`src/rtl/tribus_pkg.sv`:
```
// Shared types and default parameters for the tristate bus arbiter.
// Latency: n/a (declarations only).
// Backpressure: n/a.
package tribus_pkg;

    typedef enum logic [1:0] {
        IDLE  = 2'd0,
        DRIVE = 2'd1,
        TURN  = 2'd2
    } state_t;

    localparam int N_REQ_DEF    = 4;
    localparam int DEAD_CYC_DEF = 1;
    localparam int MAX_HOLD_DEF = 8;

endpackage

```
`src/rtl/tribus_arbiter_if.sv`:
```
// Request/enable bundle between requesters and the tristate bus arbiter.
// Latency: n/a (wires only).
// Backpressure: requesters hold req until they see their oe bit; the arbiter may cut oe at any time.
// Signals: req (per-requester level request), oe (one-hot-or-zero driver enable),
//          owner (current/last owner index), busy (arbiter not idle), preempt (forced-release pulse).
interface tribus_arbiter_if import tribus_pkg::*; #(
    parameter int N_REQ = N_REQ_DEF
) ();
    localparam int IDX_W = $clog2(N_REQ);

    logic [N_REQ-1:0] req;
    logic [N_REQ-1:0] oe;
    logic [IDX_W-1:0] owner;
    logic             busy;
    logic             preempt;

    // master: the requester side; slave: the arbiter
    modport master (output req, input oe, owner, busy, preempt);
    modport slave  (input req, output oe, owner, busy, preempt);
endinterface

```
`src/rtl/tribus_arbiter_rr_pick.sv`:
```
// Round-robin picker: first set req bit at or after ptr, wrapping modulo N_REQ.
// Latency: combinational.
// Backpressure: none; valid is low when no request is set.
// Ports: req (request vector), ptr (search start index), winner (picked index), valid (any request).
module rr_pick import tribus_pkg::*; #(
    parameter int N_REQ = N_REQ_DEF,
    localparam int IDX_W = $clog2(N_REQ)
) (
    input  logic [N_REQ-1:0] req,
    input  logic [IDX_W-1:0] ptr,
    output logic [IDX_W-1:0] winner,
    output logic             valid
);

    logic [IDX_W:0]   sum;
    logic [IDX_W-1:0] idx;

    always_comb begin
        winner = '0;
        valid  = 1'b0;
        sum    = '0;
        idx    = '0;
        for (int i = 0; i < N_REQ; i++) begin
            // one extra bit so ptr + i cannot overflow before the wrap
            sum = {1'b0, ptr} + (IDX_W+1)'(i);
            if (sum >= (IDX_W+1)'(N_REQ)) begin
                sum = sum - (IDX_W+1)'(N_REQ);
            end
            idx = sum[IDX_W-1:0];
            if (!valid && req[idx]) begin
                winner = idx;
                valid  = 1'b1;
            end
        end
    end

endmodule

```
`src/rtl/tribus_arbiter.sv`:
```
// Tristate bus arbiter: round-robin grant, MAX_HOLD drive limit, DEAD_CYC float between owners.
// Latency: oe rises 1 cycle after req is first sampled in IDLE; drop of req ends the grant 1 cycle later.
// Backpressure: owners are forced off after MAX_HOLD cycles (preempt pulse); others wait, requests held level.
// Ports: clk, rst_n (async active-low); bus.slave carries req in, oe/owner/busy/preempt out (all registered).
module tribus_arbiter import tribus_pkg::*; #(
    parameter int N_REQ    = N_REQ_DEF,
    parameter int DEAD_CYC = DEAD_CYC_DEF,
    parameter int MAX_HOLD = MAX_HOLD_DEF
) (
    input  logic               clk,
    input  logic               rst_n,
    tribus_arbiter_if.slave    bus
);

    localparam int IDX_W = $clog2(N_REQ);

    state_t           state;
    logic [IDX_W-1:0] ptr;
    logic [7:0]       hold_cnt;
    logic [3:0]       turn_cnt;

    logic [IDX_W-1:0] pick_idx;
    logic             pick_vld;
    logic [IDX_W-1:0] next_ptr;
    logic             owner_req;
    logic             hold_done;
    logic             turn_done;
    logic             grant_now;

    rr_pick #(.N_REQ(N_REQ)) u_rr_pick (
        .req    (bus.req),
        .ptr    (ptr),
        .winner (pick_idx),
        .valid  (pick_vld)
    );

    assign next_ptr  = (bus.owner == IDX_W'(N_REQ-1)) ? '0 : bus.owner + 1'b1;
    assign owner_req = bus.req[bus.owner];
    assign hold_done = (hold_cnt == 8'(MAX_HOLD));
    assign turn_done = (turn_cnt == 4'(DEAD_CYC));
    // a new owner is taken from IDLE, or straight out of the last TURN cycle
    assign grant_now = pick_vld && ((state == IDLE) || ((state == TURN) && turn_done));

    // reset clears oe asynchronously, so the bus is released mid-cycle
    always_ff @(posedge clk or negedge rst_n) begin
        if (!rst_n) begin
            state       <= IDLE;
            bus.oe      <= '0;
            bus.owner   <= '0;
            bus.busy    <= 1'b0;
            bus.preempt <= 1'b0;
            ptr         <= '0;
            hold_cnt    <= '0;
            turn_cnt    <= '0;
        end else begin
            bus.preempt <= 1'b0;
            if (grant_now) begin
                state     <= DRIVE;
                bus.owner <= pick_idx;
                bus.oe    <= N_REQ'(1) << pick_idx;
                bus.busy  <= 1'b1;
                hold_cnt  <= 8'd1;
                turn_cnt  <= '0;
            end else begin
                case (state)
                    IDLE: begin
                        bus.oe   <= '0;
                        bus.busy <= 1'b0;
                    end
                    DRIVE: begin
                        if (!owner_req || hold_done) begin
                            state       <= TURN;
                            bus.oe      <= '0;
                            // a release coinciding with expiry is a normal release
                            bus.preempt <= owner_req && hold_done;
                            ptr         <= next_ptr;
                            hold_cnt    <= '0;
                            turn_cnt    <= 4'd1;
                        end else begin
                            hold_cnt <= hold_cnt + 8'd1;
                        end
                    end
                    TURN: begin
                        if (turn_done) begin
                            state    <= IDLE;
                            bus.busy <= 1'b0;
                            turn_cnt <= '0;
                        end else begin
                            turn_cnt <= turn_cnt + 4'd1;
                        end
                    end
                    default: begin
                        state    <= IDLE;
                        bus.oe   <= '0;
                        bus.busy <= 1'b0;
                    end
                endcase
            end
        end
    end

endmodule

```
`src/flat_wrapper.sv`:
```
// flat-port wrapper written by rule: the top's interface ports become plain ports
module tribus_arbiter_flat import tribus_pkg::*;
#(
    parameter int N_REQ    = N_REQ_DEF,
    parameter int DEAD_CYC = DEAD_CYC_DEF,
    parameter int MAX_HOLD = MAX_HOLD_DEF
)
  (clk, rst_n, bus_req, bus_oe, bus_owner, bus_busy, bus_preempt);
  tribus_arbiter_if #(.N_REQ(N_REQ)) bus_i ();
  input  logic clk;
  input  logic rst_n;
  input wire logic [$bits(bus_i.req)-1:0] bus_req;
  output wire logic [$bits(bus_i.oe)-1:0] bus_oe;
  output wire logic [$bits(bus_i.owner)-1:0] bus_owner;
  output wire logic [$bits(bus_i.busy)-1:0] bus_busy;
  output wire logic [$bits(bus_i.preempt)-1:0] bus_preempt;
  assign bus_i.req = bus_req;
  assign bus_oe = bus_i.oe;
  assign bus_owner = bus_i.owner;
  assign bus_busy = bus_i.busy;
  assign bus_preempt = bus_i.preempt;
  tribus_arbiter #(.N_REQ(N_REQ), .DEAD_CYC(DEAD_CYC), .MAX_HOLD(MAX_HOLD)) u_core (.clk(clk), .rst_n(rst_n), .bus(bus_i));
endmodule
```
`config.mk`:
```
export PLATFORM = sky130hd
export DESIGN_NAME = tribus_arbiter_flat
export DESIGN_NICKNAME = d
export VERILOG_FILES = /design/src/rtl/tribus_pkg.sv /design/src/rtl/tribus_arbiter_if.sv /design/src/rtl/tribus_arbiter_rr_pick.sv /design/src/rtl/tribus_arbiter.sv /design/src/flat_wrapper.sv
export SDC_FILE = /design/constraint.sdc
export NUM_CORES = 1
export LEC_CHECK = 0
export CAP_MARGIN = 20
export CORE_ASPECT_RATIO = 0.5
export CORE_MARGIN = 2
export CORE_UTILIZATION = 45
export CTS_CLUSTER_DIAMETER = 80
export DETAILED_ROUTE_END_ITERATION = 6
export DONT_BUFFER_PORTS = 1
export GPL_TIMING_DRIVEN = 0
export PLACE_DENSITY = 0.69
export SLEW_MARGIN = 10
export SYNTH_ARGS = -nofsm -noshare
export SYNTH_HDL_FRONTEND = slang
export SYNTH_SLANG_ARGS = --single-unit
```
`constraint.sdc`:
```
create_clock -name clk -period 1.8 [get_ports clk]
set_input_delay 0.36 -clock clk [delete_from_list [all_inputs] [get_ports clk]]
set_output_delay 0.36 -clock clk [all_outputs]
set_load 0.02 [all_outputs]
```
==> out/metrics.cfg <==
[route]
viasPerCell=6.17
drtIter0Drc=77
maxUsedRoutingLayer=met4
drtAntennaViolNets=0
wl_mm=3.57
drc=0
wl_met2_mm=1.74
vias=1314
wl_per_cell_um=16.8
met1_length_mm=1.61
dr.pass1.iters=4
met3_length_um=193

[worst_setup_path]
cpPeakStageDelay_ns=0.52
r2r_slack_ns=-0.006
crit_chain=inv_2 -> ha_4 -> nand2_4 -> o22a_1 -> or4b_1 -> a31oi_1
path_max_fanout=4
timing.critical_path.from_type=flip-flop
required_ns=1.99
cp.arrival_ns=1.99
end_kind=flip-flop
crit_type=reg2reg
cp_slowest_cell=or4b_1
r2r_cells=6
r2r_start=u_core.state[1]
rr_endpoint=u_core.hold_cnt[3]

[layout]
synthToLayoutAreaGrowth_pct=20.1
nets=190
n_fill_cell=251
register_area_um2=603
drive_gt1_share_pct=27.7
diodes=0
final_util_pct=58.4
multi_input_area_um2=951
final_cells=213

[synth]
synth_flop_cell=dfrtp_1
synth-simple-area-share_pct=21.2
synth.area.mux_share_pct=4.92
netlist_top_cells_count=dfrtp_1, nand2_1, inv_1, nand3_1
syn_area_um2=1500
synth.most_common_cell=dfrtp_1
yosys_warnings=0
syn_nets=172
synth.distinct_cells=44
netlist_instances=157
synth_fa_ha_area_share_pct=7.51
synth_top_area_cell=dfrtp_1
synth_compound_area_share_pct=22.5
synth_seq_cells=24
synth.top_cells.by_area=dfrtp_1, ha_1, nand2_1
yosys.area_share.xor_xnor_pct=0
synth_edf_count=0
synth_area_per_cell_um2=9.55
synth_seq_area_share_pct=40.1
async_flop_share_pct=100
yosysTopAreaCellShare_pct=40.1
synth_top_family_by_area=compound AO/OA/AOI/OAI gates

[floorplanning]
die_area_um2=3840
core_region_area_um2=3080
chipHeight_um=44.8
start_util_pct=48.6
ios=14
rows=14
fp.dieW_um=85.6

[placed_design]
dp_cells=197
gp_congestion=0.805
port_buffers=0
dpl.hpwl_mm=2.35

[cts]
htreeDepth=1
clock-sinks=24
clk_pin_slew_ns=0.08
numCtsBuffers=3
cts_tree=yes
insertion_delay_ns=0.26
clockBufferDepth=2
cts_root_buf=clkbuf_8

[timing]
fin_worst_skew_ns=0.00561
slew_headroom_pct=64.3
tightest_slew_ns=0.536
finalCriticalPeriod_ns=1.81
setup-violations-final=1
rsz0062_at_grt=yes
setup_ws_ns=-0.00617
maxSlewViolCount=0
hold_viol=0
post-route-period-util_pct=100
clock.fmax_mhz=554

[grt]
grt_overflow=0
grt_max_degree=25
grt_pass1_vias=1263
grt_pass1_wl_mm=5.69
track_usage_pct=18.9
antenna_found_initial=0

[status]
violations=negative setup slack
status=complete, but fails checks

[power_and_ir_drop]
ir_drop_v=0.000820
p_per_area_nw_per_um2=1620
p_leak_nw=0.718

[min_path]
hp-class=in2async

[flow_run]
cap_violations=0

final cells by class:
| cell class | count | area share (%) |
|---|---|---|
| clock buffer | 3 | 2.29 |
| sequential | 24 | 33.5 |
| buffer | 4 | 1.25 |
| multi-input combinational | 119 | 52.8 |
| tap | 40 | 2.78 |
| inverter | 10 | 2.08 |
| timing repair buffer | 13 | 5.28 |
layer usage:
metal,vias up,global-route usage [%]
li1,631,-
met1,631,23.5
met2,50,34.5
met3,2,4.39
met4,0,4.76
met5,-,0
what timing repair did:
action | CTS | global route
resized for setup | 15 | 16
endpoints found under the setup margin | 22 | 13
buffers inserted | 3 | 9
pin swaps | 2 | 7
hold buffers | 1 | 0
hold endpoints to repair | 24 | 0
worst max path at each step:
stage | startpoint | to | depth (start not counted)
final | u_core.state[1] | u_core.hold_cnt[3] | 6
after CTS | u_core.bus.owner[0] | u_core.hold_cnt[3] | 4
after global placement | u_core.state[1] | u_core.hold_cnt[4] | 7
after global routing | u_core.state[1] | u_core.hold_cnt[3] | 6
after floorplan | u_core.state[1] | u_core.hold_cnt[3] | 6
after detailed placement | u_core.state[1] | u_core.hold_cnt[4] | 7
cell families after synthesis:
kind of cell    count (synthesis)
buf+inv                        14
mux                             7
compound gates                 43
simple gates                   60
fa+ha+maj                       9
flops                          24
placed cells by master, fill, tap and decap left out, types with 3 or more instances in the layout:
| cell | instances |
|---|---|
| dfrtp_1 | 22 |
| nand2b_1 | 3 |
| nor2_1 | 6 |
| buf_2 | 3 |
| mux2_2 | 3 |
| nor3_1 | 3 |
| o21ai_1 | 3 |
| inv_1 | 8 |
| nand3_1 | 10 |
| o21ai_0 | 6 |
| o32ai_1 | 5 |
| a31oi_1 | 4 |
| buf_4 | 12 |
| nand3b_1 | 3 |
| ha_1 | 4 |
| clkbuf_8 | 3 |
| nand2_1 | 19 |
| ha_2 | 3 |
power by group:
group,switching (mW),internal (mW),total [mW]
clock,0.159,0.149,0.308
sequential,0.260,0.702,0.962
combinational,0.888,0.762,1.65
total,1.31,1.61,2.92
worst max-delay path: cells and delay by family (launching register included):
family	cells	cell delay [ns]
adders and majority gates	1	0.18
AOI/OAI and AO/OA	2	0.46
buffers and inverters	1	0.09
and+or+nand+nor	2	0.60
DFF	1	0.40
registers in the layout, summed over array words and instances (netlist names):
register	flops
u_core.bus.owner	2
u_core.bus.preempt	1
u_core.hold_cnt	8
u_core.state	2
u_core.bus.busy	1
u_core.bus.oe	4
u_core.turn_cnt	4
u_core.ptr	2
per-stage QoR:
stage                     setup WS (ns)  hold WS, ns  cell area [µm²]  power, mW  TNS (ns)
after floorplan                  0.0287       0.0644             1500       1.89         0
after global placement           -0.209       0.0648             1550       2.15     -1.47
after detailed placement         -0.236       0.0648             1550       2.19     -2.17
after CTS                        0.0101        0.356             1680       2.64         0
after global routing            -0.0813        0.112             1800       3.12    -0.201
final                          -0.00617       0.0692             1800       2.92  -0.00617
No activity file was read; power rests on OpenSTA's default activity.
